File: src/rtl/uart_rx_fifo.sv
// uart_rx_fifo: oversampled UART receiver (start-bit validation, framing and
// overrun detection) feeding a first-word-fall-through receive FIFO.
// Optional feature macro: UART_RX_PARITY_EN adds one even-parity bit per frame
// and drives parity_err; without it parity_err is tied low.
module uart_rx_fifo #(
    parameter int CLK_HZ     = 100_000_000,
    parameter int BAUD       = 4800,
    parameter int OVERSAMPLE = 16,
    parameter int DATA_BITS  = 8,
    parameter int FIFO_DEPTH = 4
) (
    input  logic                          sysclk,
    input  logic                          reset,
    input  logic                          UART_RX,
    input  logic                          rd_en,
    output logic [DATA_BITS-1:0]          rd_data,
    output logic                          empty,
    output logic                          full,
    output logic [$clog2(FIFO_DEPTH):0]   count,
    output logic                          frame_err,
    output logic                          overrun_err,
    output logic                          parity_err
);
    localparam int DIV   = CLK_HZ / (BAUD * OVERSAMPLE);
    localparam int DIV_W = $clog2(DIV + 1);
    localparam int TW    = $clog2(OVERSAMPLE);
    localparam int BW    = $clog2(DATA_BITS);
    localparam int PW    = $clog2(FIFO_DEPTH);
    localparam int CW    = PW + 1;

    typedef enum logic [2:0] {
        S_IDLE,
        S_START,
        S_DATA,
`ifdef UART_RX_PARITY_EN
        S_PARITY,
`endif
        S_STOP,
        S_BREAK
    } state_t;

    // Line synchroniser and edge history
    logic rx_s1_q, rx_s2_q, rx_prev_q;
    // Oversample tick divider
    logic [DIV_W-1:0] div_q, div_d;
    logic             tick;
    // Receive FSM
    state_t                 state_q;
    logic [TW-1:0]          tick_cnt_q;
    logic [BW-1:0]          bit_cnt_q;
    logic [DATA_BITS-1:0]   shift_q;
    logic                   frame_err_q;
    logic                   start_det, samp_half, samp_full, push;
    // FIFO
    logic [DATA_BITS-1:0]   mem_q [FIFO_DEPTH];
    logic [PW-1:0]          wr_ptr_q, wr_ptr_d, rd_ptr_q, rd_ptr_d;
    logic [CW-1:0]          count_q, count_d;
    logic                   overrun_q, overrun_d;
    logic                   pop, push_ok;

    // Two-flop synchroniser; idle-high reset so no false start after reset
    always_ff @(posedge sysclk or negedge reset) begin
        if (!reset) begin
            rx_s1_q   <= 1'b1;
            rx_s2_q   <= 1'b1;
            rx_prev_q <= 1'b1;
        end else begin
            rx_s1_q   <= UART_RX;
            rx_s2_q   <= rx_s1_q;
            rx_prev_q <= rx_s2_q;
        end
    end

    assign start_det = (state_q == S_IDLE) && rx_prev_q && !rx_s2_q;
    assign samp_half = tick && (tick_cnt_q == TW'(OVERSAMPLE / 2 - 1));
    assign samp_full = tick && (tick_cnt_q == TW'(OVERSAMPLE - 1));

    // Free-running divider, realigned to the start-bit falling edge
    always_comb begin
        div_d = div_q + DIV_W'(1);
        tick  = 1'b0;
        if (start_det) begin
            div_d = '0;
        end else if (div_q == DIV_W'(DIV - 1)) begin
            div_d = '0;
            tick  = 1'b1;
        end
    end

    // Divider register
    always_ff @(posedge sysclk or negedge reset) begin
        if (!reset) div_q <= '0;
        else        div_q <= div_d;
    end

`ifdef UART_RX_PARITY_EN
    logic par_bad_q, parity_err_q;
    assign push       = (state_q == S_STOP) && samp_full && rx_s2_q && !par_bad_q;
    assign parity_err = parity_err_q;
`else
    assign push       = (state_q == S_STOP) && samp_full && rx_s2_q;
    assign parity_err = 1'b0;
`endif

    // Receive FSM: validate start at mid-bit, then sample every OVERSAMPLE ticks
    always_ff @(posedge sysclk or negedge reset) begin
        if (!reset) begin
            state_q      <= S_IDLE;
            tick_cnt_q   <= '0;
            bit_cnt_q    <= '0;
            shift_q      <= '0;
            frame_err_q  <= 1'b0;
`ifdef UART_RX_PARITY_EN
            par_bad_q    <= 1'b0;
            parity_err_q <= 1'b0;
`endif
        end else begin
            frame_err_q <= 1'b0;
`ifdef UART_RX_PARITY_EN
            parity_err_q <= 1'b0;
`endif
            if (tick) tick_cnt_q <= tick_cnt_q + TW'(1);
            case (state_q)
                S_IDLE: if (start_det) begin
                    tick_cnt_q <= '0;
                    state_q    <= S_START;
                end
                S_START: if (samp_half) begin
                    tick_cnt_q <= '0;
                    bit_cnt_q  <= '0;
                    // Line back high at mid-start is a glitch, not a frame
                    state_q    <= rx_s2_q ? S_IDLE : S_DATA;
                end
                S_DATA: if (samp_full) begin
                    tick_cnt_q <= '0;
                    shift_q    <= {rx_s2_q, shift_q[DATA_BITS-1:1]};
                    bit_cnt_q  <= bit_cnt_q + BW'(1);
                    if (bit_cnt_q == BW'(DATA_BITS - 1)) begin
`ifdef UART_RX_PARITY_EN
                        state_q <= S_PARITY;
`else
                        state_q <= S_STOP;
`endif
                    end
                end
`ifdef UART_RX_PARITY_EN
                S_PARITY: if (samp_full) begin
                    tick_cnt_q   <= '0;
                    par_bad_q    <= (^shift_q) ^ rx_s2_q;
                    parity_err_q <= (^shift_q) ^ rx_s2_q;
                    state_q      <= S_STOP;
                end
`endif
                S_STOP: if (samp_full) begin
                    tick_cnt_q <= '0;
                    if (rx_s2_q) begin
                        state_q <= S_IDLE;
                    end else begin
                        frame_err_q <= 1'b1;
                        state_q     <= S_BREAK;
                    end
                end
                S_BREAK: if (rx_s2_q) state_q <= S_IDLE;
                default: state_q <= S_IDLE;
            endcase
        end
    end

    // FIFO control: a pop frees the slot a same-cycle push needs when full
    always_comb begin
        pop       = rd_en && (count_q != '0);
        push_ok   = push && ((count_q != CW'(FIFO_DEPTH)) || pop);
        overrun_d = push && !push_ok;
        wr_ptr_d  = wr_ptr_q;
        rd_ptr_d  = rd_ptr_q;
        count_d   = count_q;
        if (push_ok) wr_ptr_d = wr_ptr_q + PW'(1);
        if (pop)     rd_ptr_d = rd_ptr_q + PW'(1);
        if (push_ok && !pop)      count_d = count_q + CW'(1);
        else if (pop && !push_ok) count_d = count_q - CW'(1);
    end

    // FIFO pointers, occupancy and overrun pulse
    always_ff @(posedge sysclk or negedge reset) begin
        if (!reset) begin
            wr_ptr_q  <= '0;
            rd_ptr_q  <= '0;
            count_q   <= '0;
            overrun_q <= 1'b0;
        end else begin
            wr_ptr_q  <= wr_ptr_d;
            rd_ptr_q  <= rd_ptr_d;
            count_q   <= count_d;
            overrun_q <= overrun_d;
        end
    end

    // FIFO storage; cleared on reset so the head reads 0
    always_ff @(posedge sysclk or negedge reset) begin
        if (!reset)       mem_q <= '{default: '0};
        else if (push_ok) mem_q[wr_ptr_q] <= shift_q;
    end

    assign rd_data     = mem_q[rd_ptr_q];
    assign count       = count_q;
    assign empty       = (count_q == '0);
    assign full        = (count_q == CW'(FIFO_DEPTH));
    assign frame_err   = frame_err_q;
    assign overrun_err = overrun_q;
endmodule

File: config.mk
export PLATFORM = sky130hd
export DESIGN_NAME = uart_rx_fifo
export DESIGN_NICKNAME = d
export VERILOG_FILES = /design/src/rtl/uart_rx_fifo.sv
export SDC_FILE = /design/constraint.sdc
export NUM_CORES = 1
export LEC_CHECK = 0
export ABC_CLOCK_PERIOD_IN_PS = 4730
export CAP_MARGIN = 25
export CORE_ASPECT_RATIO = 0.5
export CORE_UTILIZATION = 55
export CTS_BUF_LIST = sky130_fd_sc_hd__clkbuf_2 sky130_fd_sc_hd__clkbuf_4 sky130_fd_sc_hd__clkbuf_8
export CTS_CLUSTER_SIZE = 10
export DETAILED_ROUTE_END_ITERATION = 16
export PLACE_DENSITY = 0.74
export SLEW_MARGIN = 20
export SYNTH_ARGS = -nofsm -noshare
export SYNTH_HDL_FRONTEND = slang
export SYNTH_SLANG_ARGS = --single-unit
export TNS_END_PERCENT = 1
File: constraint.sdc
create_clock -name sysclk -period 4.73 [get_ports sysclk]
set_input_delay 1.419 -clock sysclk [delete_from_list [all_inputs] [get_ports sysclk]]
set_output_delay 1.419 -clock sysclk [all_outputs]
set_load 0.03 [all_outputs]
## Word-level counts from Yosys, hierarchy flattened

Cells that the tools add are included.
Widths: inputs -> output; s select.

| operators by class | value |
|---|---|
| add/sub/neg operators | 7 |
| magnitude comparators | 3 |
| equality and inequality tests | 16 |
| multiplexer cells | 32 |
| bitwise operators | 2 |
| reductions and logical operators | 25 |

Operators with widths:

| cell | count |
|---|---|
| $mux 3 | 11 |
| $bwmux 32 | 1 |
| $mux 8 | 3 |
| $mux 11 | 2 |
| $bmux 8 s2 | 1 |
| $demux 8 s2 | 1 |
| $mux 4 | 4 |
| $pmux 3 s5 | 1 |
| $logic_and 1x1->1 | 12 |
| $ne 2x2->1 const B | 6 |
| $pmux 4 s3 | 1 |
| $add 11x1->11 const B | 1 |
| $eq 11x11->1 const B | 1 |
| $eq 3x3->1 const B | 3 |
| $add 3x1->3 const B | 2 |
| $eq 3x2->1 const B | 2 |
| $ge 3x3->1 const B | 2 |
| $logic_not 3->1 | 2 |
| $not 2->3 | 2 |
| $pmux 3 s2 | 1 |
| $reduce_and 6->1 | 1 |
| $mux 1 | 5 |
| $add 2x1->2 const B | 2 |
| $add 4x1->4 const B | 1 |
| other kinds (14) | 17 |

| word-level totals | value |
|---|---|
| register bits after elaboration | 73 |
| bits of input ports | 4 |
| output and inout bits | 16 |
| logic and storage cells | 102 |

## Longest topological paths before layout

Gate-level depths: netlist (run 1).

| depth | value |
|---|---|
| depth after elaboration | 12 |
| depth in mapped cells | 12 |
| gate-level depth less buffers | 12 |

## Least setup slack after synthesis (run 1)

OpenSTA, ideal clock, no wires.

| timing path | value |
|---|---|
| kind | input to register |
| from | input port rd_en |
| to | register count_q[1] (netlist: count[1]) |
| setup time | 125 ps |
| arrival | 3100 ps |
| path slack | 1505 ps |
| stages on the path | 6 |
| path buffers | 0 |
| cell sequence | or4b_2 -> nor3b_1 -> ha_1 -> inv_1 -> fa_1 -> mux2_2 |

| on the way | value |
|---|---|
| elaborated cells between the ends (all ways) | 9 |
| those cells by class | mux (1); reduce/logical (8) |

RTL lines:

| item | line | source |
|---|---|---|
| start, declared | 15 | `input logic rd_en,` |
| $logic_and 1x1->1 | 171 | `pop = rd_en && (count_q != '0);` |
| $logic_or 1x1->1 | 172 | `push_ok = push && ((count_q != CW'(FIFO_DEPTH)) \|\| pop);` |
| $logic_and 1x1->1 | 172 |  |
| net push_ok | 59 | `logic pop, push_ok;` |
| $logic_and 1x1->1 | 179 | `if (push_ok && !pop) count_d = count_q + CW'(1);` |
| $mux 3 | 179 |  |
| net count_d[1] | 57 | `logic [CW-1:0] count_q, count_d;` |
| end signal, assigned | 193 | `count_q <= count_d;` |
| end, declared | 57 |  |

The timed path passes the listed nets, and every way through them passes these cells.
A chain may end at the register's enable or synchronous reset.

## Worst setup path in the final report (run 1)

| timing path | value |
|---|---|
| from | register rd_ptr_q[0] |
| to | output port rd_data[6] |

| on the way | value |
|---|---|
| longest elaborated chain between the ends | 4 |

Ends and longest elaborated chain:

| item | line | source |
|---|---|---|
| start, declared | 56 | `logic [PW-1:0] wr_ptr_q, wr_ptr_d, rd_ptr_q, rd_ptr_d;` |
| start signal, assigned | 192 | `rd_ptr_q <= rd_ptr_d;` |
| $not 2->3 (implied by the code) | 204 | `assign rd_data = mem_q[rd_ptr_q];` |
| $bmux 8 s2 | 204 |  |
| $mux 8 (implied by the code) (2 in a row) | 204 |  |
| end, declared | 16 | `output logic [DATA_BITS-1:0] rd_data,` |

No other way between the ends. The select of a mux whose other input is x is not followed.

==> impl.org, run 1 <==
** Critical path
- Reg-to-Reg Start :: div_q[1]$_DFF_PN0_
- In this run the worst path has a maximum fanout of 10.
- The worst setup path is captured at a primary output.
- The endpoint identified for the worst register-to-register timing path is count[2]$_DFFE_PN0P_.
- Crit path to :: rd_data[6]
- Kind of start point of the critical path :: register
- WP data required :: 3.31 ns
- Worst reg-to-reg setup slack :: 1.87 ns
- Logic depth of the worst register-to-register path :: 12
- The worst setup path is of the reg2out kind.
- Arrival time of data at the critical path endpoint :: 2.30 ns
- The most critical setup path has its startpoint at rd_ptr_q[0]$_DFFE_PN0P_.

** Clock tree
- Gates resized during post-CTS repair numbered 0.
- In this run the number of H-tree levels came out at 3.
- TritonCTS built the clock tree.
- Max clock buf depth :: 2
- For this design, the CTS-stage hold fixing added 0 buffers.
- The tree is rooted in a clkbuf_8.
- Counting the buffers created by CTS gives 9.
- CTS saw 73 sinks.
- For the worst-skew pair, the clock arrives at the later sink with an insertion delay of 0.35 ns.
- Buffer count from post-CTS setup fixing :: 0
- Clock transition at the register clock pins on the worst setup and hold paths after CTS :: 0.08 ns

** Hold path
- The min-delay analysis places its worst path in the category reg2reg.

** Logic synthesis
- During synthesis, Yosys emitted a total of 0 warnings.
- After synthesis, the most frequently instantiated cells are dfrtp_1, mux2_2, nor2_1.
- Number of enable flip-flop cells after synthesis :: 0
- Number of distinct library cells after synthesis :: 46
- In the synthesized netlist the async set-or-reset flop fraction comes to 100%.
- Averaged over all synthesized cells, the footprint is 13.0 um2.
- Share of the synthesized area in the top cell type :: 51.0%
- Top FF cell, synth :: dfrtp_1
- Number of instances in the synthesized netlist :: 263
- Syn_nets :: 278
- dfrtp_1 takes more of the synthesized area than any other cell.
- Count leader, synth :: dfrtp_1
- Synth top area cells :: dfrtp_1, mux2_2, mux4_2, ha_1, dfstp_2
- Netlist area before placement :: 0.00343 mm2
- After synthesis, flip-flops and latches occupy 53.3% of the total area.
- Number of storage elements in the synthesis netlist :: 73

** Final layout
- Number of fill cells in the layout :: 440
- Non-filler cells, final :: 372
- Count of inserted antenna diode cells :: 0
- Seq. cell area :: 0.00183 mm2
- Final-stage net count :: 298
- Layout cell share with drive strength beyond 1 :: 27.8%
- Compared with the post-synthesis result, the final layout area differs by 12.7%.
- Cells fill 67.2% of the core in the end.
- The multi-input combinational cells in the finished layout cover a total of 0.00152 mm2.

** Power and ir drop
- Summed over all cells, the static leakage comes to 1.78 nW.
- Worst IR Drop VDD :: 0.251 mV
- Areal power density over the cells :: 379 mW/mm2

** Global routing
- Total GRT Usage :: 20.2%
- Number of global-route vias before repair :: 2102
- Maximum number of pins on one net before global-route repair :: 74
- Wire length of the first global-routing pass :: 9720 um
- Initial antenna violation count :: 0
- Overall overflow remaining after global route :: 0

** Placed design
- Minimum setup slack after placement :: 0.951 ns
- Placed wire-length estimate after detailed placement :: 3730 um
- Once placement completed, the tool counted placed cells totaling 356.
- Final estimated routing congestion in global placement :: 0.732
- In this run the tool buffered the top-level ports with 18 buffer cells.

** Detailed routing
- After detailed routing, the total wire length is 5640 um.
- DRC :: 0
- In this run, the number of DRC markers left after iteration 0 of detailed routing was 74.
- Once detail routing completed, the nets flagged for antenna violations numbered 0.
- In the routed layout, each cell is associated on average with a via count of 5.63.
- Routed length per placed instance :: 15.2 um
- For this run, the detailed router's first-pass iteration total came to 4.
- Summing over every cut layer, the via total after detailed routing is 2095.

** STA
- Clock skew on the completed layout was measured at 0.0117 ns.
- Final hold analysis gives a worst-case slack of 0.356 ns.
- Minimum period implied by the final worst setup slack :: 3.72 ns
- Worst Tran Pin Value :: 0.897 ns
- Setup repair after global routing left no endpoint under its margin.
- After routing, the total negative slack on setup checks comes to 0 ns.
- In this run the tightest slew margin relative to its limit is 40.2%.
- Final Max Tran Viols :: 0
- After layout, the worst setup slack is 1.01 ns.
- The final hold violation count came to 0.
- The final critical path takes up 78.6% of the cycle.
- Static timing analysis puts the maximum clock frequency at 0.269 GHz.
- Setup violations remaining at the end of the flow were counted as 0.

** Run
- Across the run, the number of max-cap violations was 0.

** Floorplanning
- Initial Utilization :: 59.7%
- The initialized floorplan defines 19 standard-cell rows.
- Vert. Die Dim :: 57.9 um
- For this design the top-level I/O count stands at 20.
- From left edge to right edge, the die measures 114 um.
- Die area :: 0.00658 mm2
- After floorplanning, the core was sized to cover 0.00575 mm2.

** Run status
- Run status :: finished clean
-- registers in the layout (all words and copies together), names as in the netlist --
signal,flops
tick_cnt_q,4
wr_ptr_q,2
overrun_err,1
bit_cnt_q,3
rx_prev_q,1
rx_s1_q,1
frame_err,1
mem_q,32
shift_q,8
div_q,11
rx_s2_q,1
rd_ptr_q,2
state_q,3
count,3
-- power by group --
part	switching, mW	internal [mW]	leakage [nW]
clock	0.219	0.225	0.0997
sequential	0.0960	0.673	0.986
combinational	0.121	0.130	0.697
total	0.436	1.03	1.78
-- how the worst min path moves through the flow --
stage | start | endpoint | slack [ns] | cells after the start
floorplan | rx_s1_q$_DFF_PN1_ | rx_s2_q$_DFF_PN1_ | 0.35 | 0
global placement | rx_s1_q$_DFF_PN1_ | rx_s2_q$_DFF_PN1_ | 0.35 | 0
detailed placement | rx_s1_q$_DFF_PN1_ | rx_s2_q$_DFF_PN1_ | 0.35 | 0
CTS | rx_s1_q$_DFF_PN1_ | rx_s2_q$_DFF_PN1_ | 0.36 | 0
global route | rx_s1_q$_DFF_PN1_ | rx_s2_q$_DFF_PN1_ | 0.36 | 0
finish | rx_s1_q$_DFF_PN1_ | rx_s2_q$_DFF_PN1_ | 0.36 | 0
-- critical path, cell delays in order, from the launching register on --
cell and delay, ns:
dfrtp_1 0.75, mux4_2 0.59, clkdlybuf4s50_1 0.61
-- per-layer routing --
layer | part of all wire (%) | vias to the layer above | track usage [%]
li1 | - | 986 | -
met1 | 47 | 1075 | 23.8
met2 | 48 | 26 | 34.2
met3 | 3.5 | 8 | 7.32
met4 | 1.3 | 0 | 8.46
met5 | 0 | - | 0
-- kinds of logic after synthesis --
family / count (synthesis) / synth area share, %
buf+inv: 19 / 2.26
fa+ha+maj: 11 / 4.23
mux: 51 / 19.5
simple gates: 73 / 12.5
other cells: 1 / 0.109
xor+xnor: 15 / 3.83
compound gates: 20 / 4.23
flops: 73 / 53.3
-- metrics by stage --
| step | cell area (um2) | power (mW) |
|---|---|---|
| floorplan | 3430 | 0.941 |
| global placement | 3680 | 1.02 |
| detailed placement | 3680 | 1.03 |
| CTS | 3870 | 1.49 |
| global route | 3870 | 1.54 |
| finish | 3870 | 1.46 |
-- placed cells by master (no fill, tap or decap), types with 3 or more instances in the layout --
cell type,instances
nand3_2,4
xor2_1,7
dfrtp_1,70
o2bb2ai_1,3
nand3_1,4
nor3_1,6
inv_1,8
nor2_1,18
nand2b_1,4
a21oi_1,3
clkbuf_8,11
nand2_1,10
dfstp_2,3
clkdlybuf4s50_1,17
mux4_2,8
nor3b_1,3
a211oi_1,4
ha_1,10
xnor2_1,8
and4_1,3
nand4_1,5
mux2_2,42
-- cell type report --
type                            instances  area share (%)
Timing Repair Buffer                   20            4.92
Inverter                                8           0.777
Sequential cell                        73            47.3
Tap cell                               84            2.72
Multi-Input combinational cell        171            39.4
Clock inverter                          4           0.712
Clock buffer                           12            4.11
Power figures use the tool's default switching activity.
==> run 2, diff against run 1 <==
- ABC_CLOCK_PERIOD_IN_PS: 4730 -> 3400
- PLACE_DENSITY: 0.74 -> 0.77
- clock period: 4.73 -> 3.4 ns (I/O delays scaled with it)
==> impl.org, run 2 (synthesis results as in run 1) <==
** Critical path
- The endpoint identified for the worst register-to-register timing path is count[2]$_DFFE_PN0P_.
- Cell family with the largest share of critical-path delay :: buffers and inverters
- For the worst setup path, the data arrival time is 2.06 ns.
- Capturing element type of the critical path :: primary output
- The startpoint identified for the worst register-to-register timing path is div_q[1]$_DFF_PN0_.
- STA classifies the critical path startpoint as a register.
- Logic depth of the worst register-to-register path :: 12
- In this design, the stage delay of the slowest critical-path cell is 0.62 ns.
- The slowest stage of the critical path belongs to the cell clkdlybuf4s50_1.
- For the worst setup path, the data required time is 2.38 ns.
- The critical path contains buffers and inverters numbering 2 combined.
- Start-to-end type of the worst setup path :: reg2out
- For flop-to-flop paths, the worst setup slack is 0.55 ns.
- Along the worst path, the maximum fanout reaches 10.
- Traced cell by cell, the critical path runs through buf_4 -> mux4_2 -> clkdlybuf4s50_1.

** Detailed routing
- DRC :: 0
- Via-per-instance ratio :: 5.61
- WL final :: 5930 um
- Via count :: 2100
- The pre-antenna-repair detailed-routing pass consisted of 4 iterations.
- The first routing iteration left 91 violations.
- Final antenna-violating net count :: 0
- Dividing the detail-routed wire length by the instance count gives 15.9 um.

** Floorplanning
- Initial Utilization :: 59.7%
- Vert. Die Dim :: 57.9 um
- The floorplan has 19 rows.
- Die area :: 0.00658 mm2
- Ports :: 20
- Core region area :: 0.00575 mm2
- Chip width :: 114 um

** Global routing
- The number of global-route vias before repair came to 2174.
- Global routing finished with a remaining overflow of 0.
- Entering global routing, the biggest net connects 29 pins.
- Wire length of the first global-routing pass :: 10500 um
- Initial antenna violation count :: 0
- Global routing consumed, over all layers together, 21.6% of the routing resources.

** STA
- Between clock sinks in the finished design, the worst skew comes to 0.00538 ns.
- For the pin with the worst max-slew slack, the measured transition is 0.623 ns.
- Unrepaired setup endpoints after global routing :: no
- Final Hold Vio Count :: 0
- Period Utilization, post-route :: 90.6%
- Final Max Tran Viols :: 0
- Slew margin rel. :: 58.3%
- FMAX :: 0.325 GHz
- Setup TNS :: 0 ns
- Final setup viols :: 0
- Minimum period implied by the final worst setup slack :: 3.08 ns

** Final layout
- In the final layout, the share of cells above drive strength 1 is 28.3%.
- Non-filler cells, final :: 374
- Post-route cell area :: 0.00389 mm2
- The library cell used most frequently in the layout, excluding fill and tap cells, is dfrtp_1.
- In the final layout, the registers with the most flip-flops are mem_q: 32 flops, div_q: 11 flops, shift_q: 8 flops.
- Largest register by flop count :: mem_q
- Utilization of the core after routing :: 67.7%
- The area growth from synthesis to layout is 13.5%.
- For this run, the post-layout net count is 300.
- The filler cells instantiated in the layout total 419.
- 0 antenna diodes ended up in the layout.
- Number of flip-flops in the largest register :: 32
- In the layout the commonest cells are dfrtp_1, mux2_2, nor2_1, clkdlybuf4s50_1.

** Hold path
- The worst hold path terminates at rx_s2_q$_DFF_PN1_.
- The worst hold path begins at rx_s1_q$_DFF_PN1_.
- Worst min path class :: reg2reg
- Hold Path Stages :: 0

** Clock tree
- No sink is reached through more buffers than the 2 on the longest clock path.
- For this design, the sink count on the clock tree is 73.
- TritonCTS built the clock tree.
- Clock-pin slew was measured on the worst setup and hold paths at 0.07 ns.
- Inserted Clock Buffers :: 9
- Gates resized during post-CTS repair numbered 0.
- Once the clock tree was built, the setup fixing pass inserted 0 buffers.
- CTS built an H-tree with a depth of 3.
- Hold buffers post-CTS :: 0
- Clock tree root buffer cell :: clkbuf_8
- At the later pin of the worst-skew pair, clock insertion delay measures 0.35 ns.

** Placed design
- Cell Count Post-Placement :: 358
- In this run the cell area measured after placement is 0.00369 mm2.
- Buffers on Ports :: 18
- Once detailed placement completed, the half-perimeter wirelength came to 4120 um.
- Final estimated routing congestion in global placement :: 0.769

** Run status
- Run status :: finished clean

** Power and ir drop
- Across the VDD grid, the largest voltage drop is 0.428 mV.
- Lkg Pwr :: 1.79 nW
- Areal power density over the cells :: 541 mW/mm2
- Total power consumption of the routed design :: 2.11 mW

** Run
- The tool flagged a number of max-cap violations equal to 0.
==> run 2: cell types whose count changed in the layout (fill, tap and decap cells not counted) <==
cell        before  now
clkinv_4         2    0
bufinv_16        0    1
buf_4            2    4
clkinvlp_4       0    2
clkbuf_8        11   10
==> run 2: how the worst max path moves through the flow <==
stage,from,endpoint,slack (ns),cells after the start
after CTS,rd_ptr_q[0]$_DFFE_PN0P_,rd_data[6],0.29,3
after floorplan,rd_en,count[1]$_DFFE_PN0P_,0.57,6
after global placement,rd_en,count[1]$_DFFE_PN0P_,0.1,7
after detailed placement,rd_en,count[1]$_DFFE_PN0P_,0.02,7
after global routing,rd_ptr_q[0]$_DFFE_PN0P_,rd_data[6],0.22,3
final,rd_ptr_q[0]$_DFFE_PN0P_,rd_data[6],0.32,3
==> run 2: layout make-up <==
| type | instances | area [um2] | share of cell area (%) |
|---|---|---|---|
| Multi-Input combinational cell | 171 | 1520 | 39.1 |
| Tap cell | 84 | 105 | 2.70 |
| Clock buffer | 11 | 145 | 3.73 |
| Sequential cell | 73 | 1830 | 47.0 |
| Timing Repair Buffer | 22 | 205 | 5.27 |
| Clock inverter | 5 | 55.1 | 1.41 |
| Inverter | 8 | 30.0 | 0.771 |
==> run 2: stage by stage <==
step | setup slack (ns) | hold slack (ns)
floorplan | 0.574 | 0.345
global placement | 0.0977 | 0.347
detailed placement | 0.0224 | 0.347
CTS | 0.286 | 0.358
global route | 0.220 | 0.368
finish | 0.321 | 0.356
==> run 2: metal layers <==
layer / GRT usage, % / wire length (um) / vias to the layer above
li1: - / - / 994
met1: 27.0 / 2710 / 1077
met2: 35.1 / 2920 / 21
met3: 7.01 / 202 / 8
met4: 9.59 / 96 / 0
met5: 0 / 0 / -
==> run 2: where the power goes <==
part | switching [mW] | internal (mW) | leakage, nW
Sequential | 0.103 | 0.936 | 0.986
Clock | 0.310 | 0.364 | 0.0987
Combinational | 0.205 | 0.190 | 0.707
Total | 0.617 | 1.49 | 1.79
==> run 3, diff against run 2 <==
- CORE_MARGIN: unset -> 3
==> impl.org, run 3 (synthesis results as in run 1) <==
** Run status
- Run status :: finished clean

** Clock tree
- Clock latency on the worst-skew pair, taken at its later pin, is 0.34 ns.
- Clock-pin slew was measured on the worst setup and hold paths at 0.07 ns.
- The clock drives 73 sinks.
- Clock tree synthesis inserted a total of 9 buffers.
- Clock tree from TritonCTS :: yes
- Max clock buf depth :: 2
- Buffers added to address setup during post-CTS repair amount to 0.
- Post-CTS repair changed the size of 0 cells.
- Hold buffers post-CTS :: 0
- CTS placed an instance of clkbuf_8 at the clock tree root.
- The clock tree synthesis step divided the H-tree into 3 levels.

** Global routing
- Across every metal layer, demand over resource in global routing totals 18.5%.
- Overall overflow remaining after global route :: 0
- Number of global-route vias before repair :: 2197
- The number of antenna violations at the first check in global routing was 0.
- Entering global routing, the biggest net connects 36 pins.
- The first global-routing pass estimated 10200 um of wire.

** Floorplanning
- Core region area :: 0.00575 mm2
- The floorplan step defined a die boundary enclosing 0.00728 mm2.
- The floorplan step set the die width to 118 um.
- The die is 61.9 um tall.
- Ports :: 20
- Row cnt :: 19
- For this configuration, the core starts out at a cell density of 59.7%.

** STA
- After layout, the worst setup slack is 0.257 ns.
- Worst clock skew :: 0.00908 ns
- Worst Tran Pin Value :: 0.576 ns
- Minimum period implied by the final worst setup slack :: 3.14 ns
- Unrepaired setup endpoints after global routing :: no
- Period Utilization, post-route :: 92.5%
- Final Max Tran Viols :: 0
- FMAX :: 0.318 GHz
- In this run the tightest slew margin relative to its limit is 61.5%.
- Setup violations remaining at the end of the flow were counted as 0.
- The final hold violation count was 0.

** Final layout
- Final-stage net count :: 300
- Commonest cells after routing, fill and taps aside :: dfrtp_1, mux2_2, nor2_1, clkdlybuf4s50_1, clkbuf_8
- The library cell used most frequently in the layout, excluding fill and tap cells, is dfrtp_1.
- The repair_antennas step left the layout with diodes totalling 0.
- Summing all non-filler instances in the final layout gives an area of 0.00393 mm2.
- Largest register by flop count :: mem_q
- Utilization of the core after routing :: 68.3%
- Area Growth Syn to Fin :: 14.5%
- The post-route netlist has 28.3% of its cells at a drive strength greater than 1.
- The largest registers in the layout are mem_q: 32 flops, div_q: 11 flops, shift_q: 8 flops.
- Number of flip-flops in the largest register :: 32

** Power and ir drop
- For this design the ratio of total power to cell area is 561 mW/mm2.
- For this design the static power due to leakage is 1.80 nW.
- Sequential cells account for 47.3% of the total power.
- Worst IR Drop VDD :: 0.376 mV
- Total power consumption of the routed design :: 2.21 mW
- Comb power frac :: 17.9%
- Switching Share :: 28.0%
- The internal power of the cells totals 1.59 mW.
- The analysis attributes to net switching a power of 0.618 mW.
- Clock network fraction of total power :: 34.8%

** Critical path
- The endpoint identified for the worst register-to-register timing path is count[2]$_DFFE_PN0P_.
- Of all nets on the critical path, the largest fanout is 8.
- Arrival time of data at the critical path endpoint :: 2.12 ns
- The number of cells on the worst reg-to-reg path is 12.
- Capturing element type of the critical path :: primary output
- In this run the number of cells on the critical path is 3.
- The critical path is of the reg2out type.
- Cell type of the slowest stage on the worst timing path :: clkdlybuf4s50_1
- STA classifies the critical path startpoint as a register.
- The largest single stage delay on the critical path is 0.61 ns.
- Cell family with the largest share of critical-path delay :: buffers and inverters
- Cell chain of the critical path :: buf_4 -> mux4_2 -> clkdlybuf4s50_1
- Reg-to-Reg Start :: div_q[1]$_DFF_PN0_
- Data on the critical path is required at its endpoint by 2.38 ns.
- Count of buffer and inverter cells on the critical path :: 2
- Worst reg-to-reg setup slack :: 0.55 ns

** Hold path
- Counting instances, the worst hold path has a depth of 0.
- Endpoint with the worst hold slack :: rx_s2_q$_DFF_PN1_
- Worst min path class :: reg2reg
- Worst Hold Launch :: rx_s1_q$_DFF_PN1_

** Detailed routing
- WL final :: 5860 um
- The pre-antenna-repair detailed-routing pass consisted of 4 iterations.
- In the routed layout, each cell is associated on average with a via count of 5.53.
- The detailed router placed 2070 vias in this run.
- For this run, design rule violations remaining after detail routing come to 0.
- Final antenna-violating net count :: 0
- After the first detailed-routing iteration, the DRC count stood at 94.
- In the final routed layout, each cell accounts on average for 15.7 um.

** Placed design
- Summing all placed instances gives a cell area of 0.00369 mm2.
- Once detailed placement completed, the half-perimeter wirelength came to 4080 um.
- The congestion estimate from routability-driven global placement came to 0.782.
- Buffers on Ports :: 18
- Minimum setup slack after placement :: -0.000798 ns

** Run
- Number of max-cap violations :: 0
[run 3: cell types whose count changed in the layout (fill, tap and decap cells not counted)]
cell | before | now
bufinv_16 | 1 | 2
clkbuf_8 | 10 | 11
clkinv_2 | 2 | 0
[run 3: final cells by class]
| class | count | area, um2 |
|---|---|---|
| tap | 84 | 105 |
| inverter | 8 | 30.0 |
| clock buffer | 12 | 159 |
| fill | 425 | 1820 |
| timing repair buffer | 22 | 205 |
| sequential | 73 | 1830 |
| multi-input combinational | 171 | 1520 |
| clock inverter | 4 | 75.1 |
[run 3: worst max path at each step]
| stage | startpoint | endpoint | slack [ns] |
|---|---|---|---|
| after floorplan | rd_en | count[1]$_DFFE_PN0P_ | 0.57 |
| after global placement | rd_en | count[1]$_DFFE_PN0P_ | 0.09 |
| after detailed placement | rd_en | count[1]$_DFFE_PN0P_ | -0.0008 |
| after CTS | rd_ptr_q[0]$_DFFE_PN0P_ | rd_data[6] | 0.22 |
| after global routing | rd_ptr_q[0]$_DFFE_PN0P_ | rd_data[6] | 0.18 |
| final | rd_ptr_q[0]$_DFFE_PN0P_ | rd_data[6] | 0.26 |
[run 3: metrics by stage]
stage          cells  setup TNS, ns  hold WS, ns
6_report         374              0        0.357
3_3_place_gp     358              0        0.348
4_1_cts          374              0        0.358
2_1_floorplan    263              0        0.345
5_1_grt          374              0        0.361
3_5_place_dp     358      -0.000798        0.347
[run 3: metal layers]
metal | GRT usage, % | routed length [um] | vias up
met5 | 0 | 0 | -
met4 | 7.83 | 56 | 0
met3 | 5.42 | 166 | 6
met2 | 35.0 | 3030 | 16
met1 | 20.6 | 2610 | 1061
li1 | - | - | 987
[run 3: worst reg2reg max path, delay by kind of cell (launching register included)]
family,cells,cell delay [ns]
and+or+nand+nor,5,1.15
adders and majority gates,3,0.74
DFF,1,0.41
xor gates and xnor gates,2,0.33
buffers and inverters,2,0.15
[run 3: power by group through the flow]
| stage | Combinational, mW | Sequential [mW] | Clock [mW] |
|---|---|---|---|
| after CTS | 0.403 | 1.04 | 0.785 |
| after global placement | 0.380 | 1.05 | 0 |
| after detailed placement | 0.401 | 1.06 | 0 |
| after global routing | 0.434 | 1.06 | 0.833 |
| after floorplan | 0.261 | 1.05 | 0 |
| final | 0.394 | 1.04 | 0.768 |
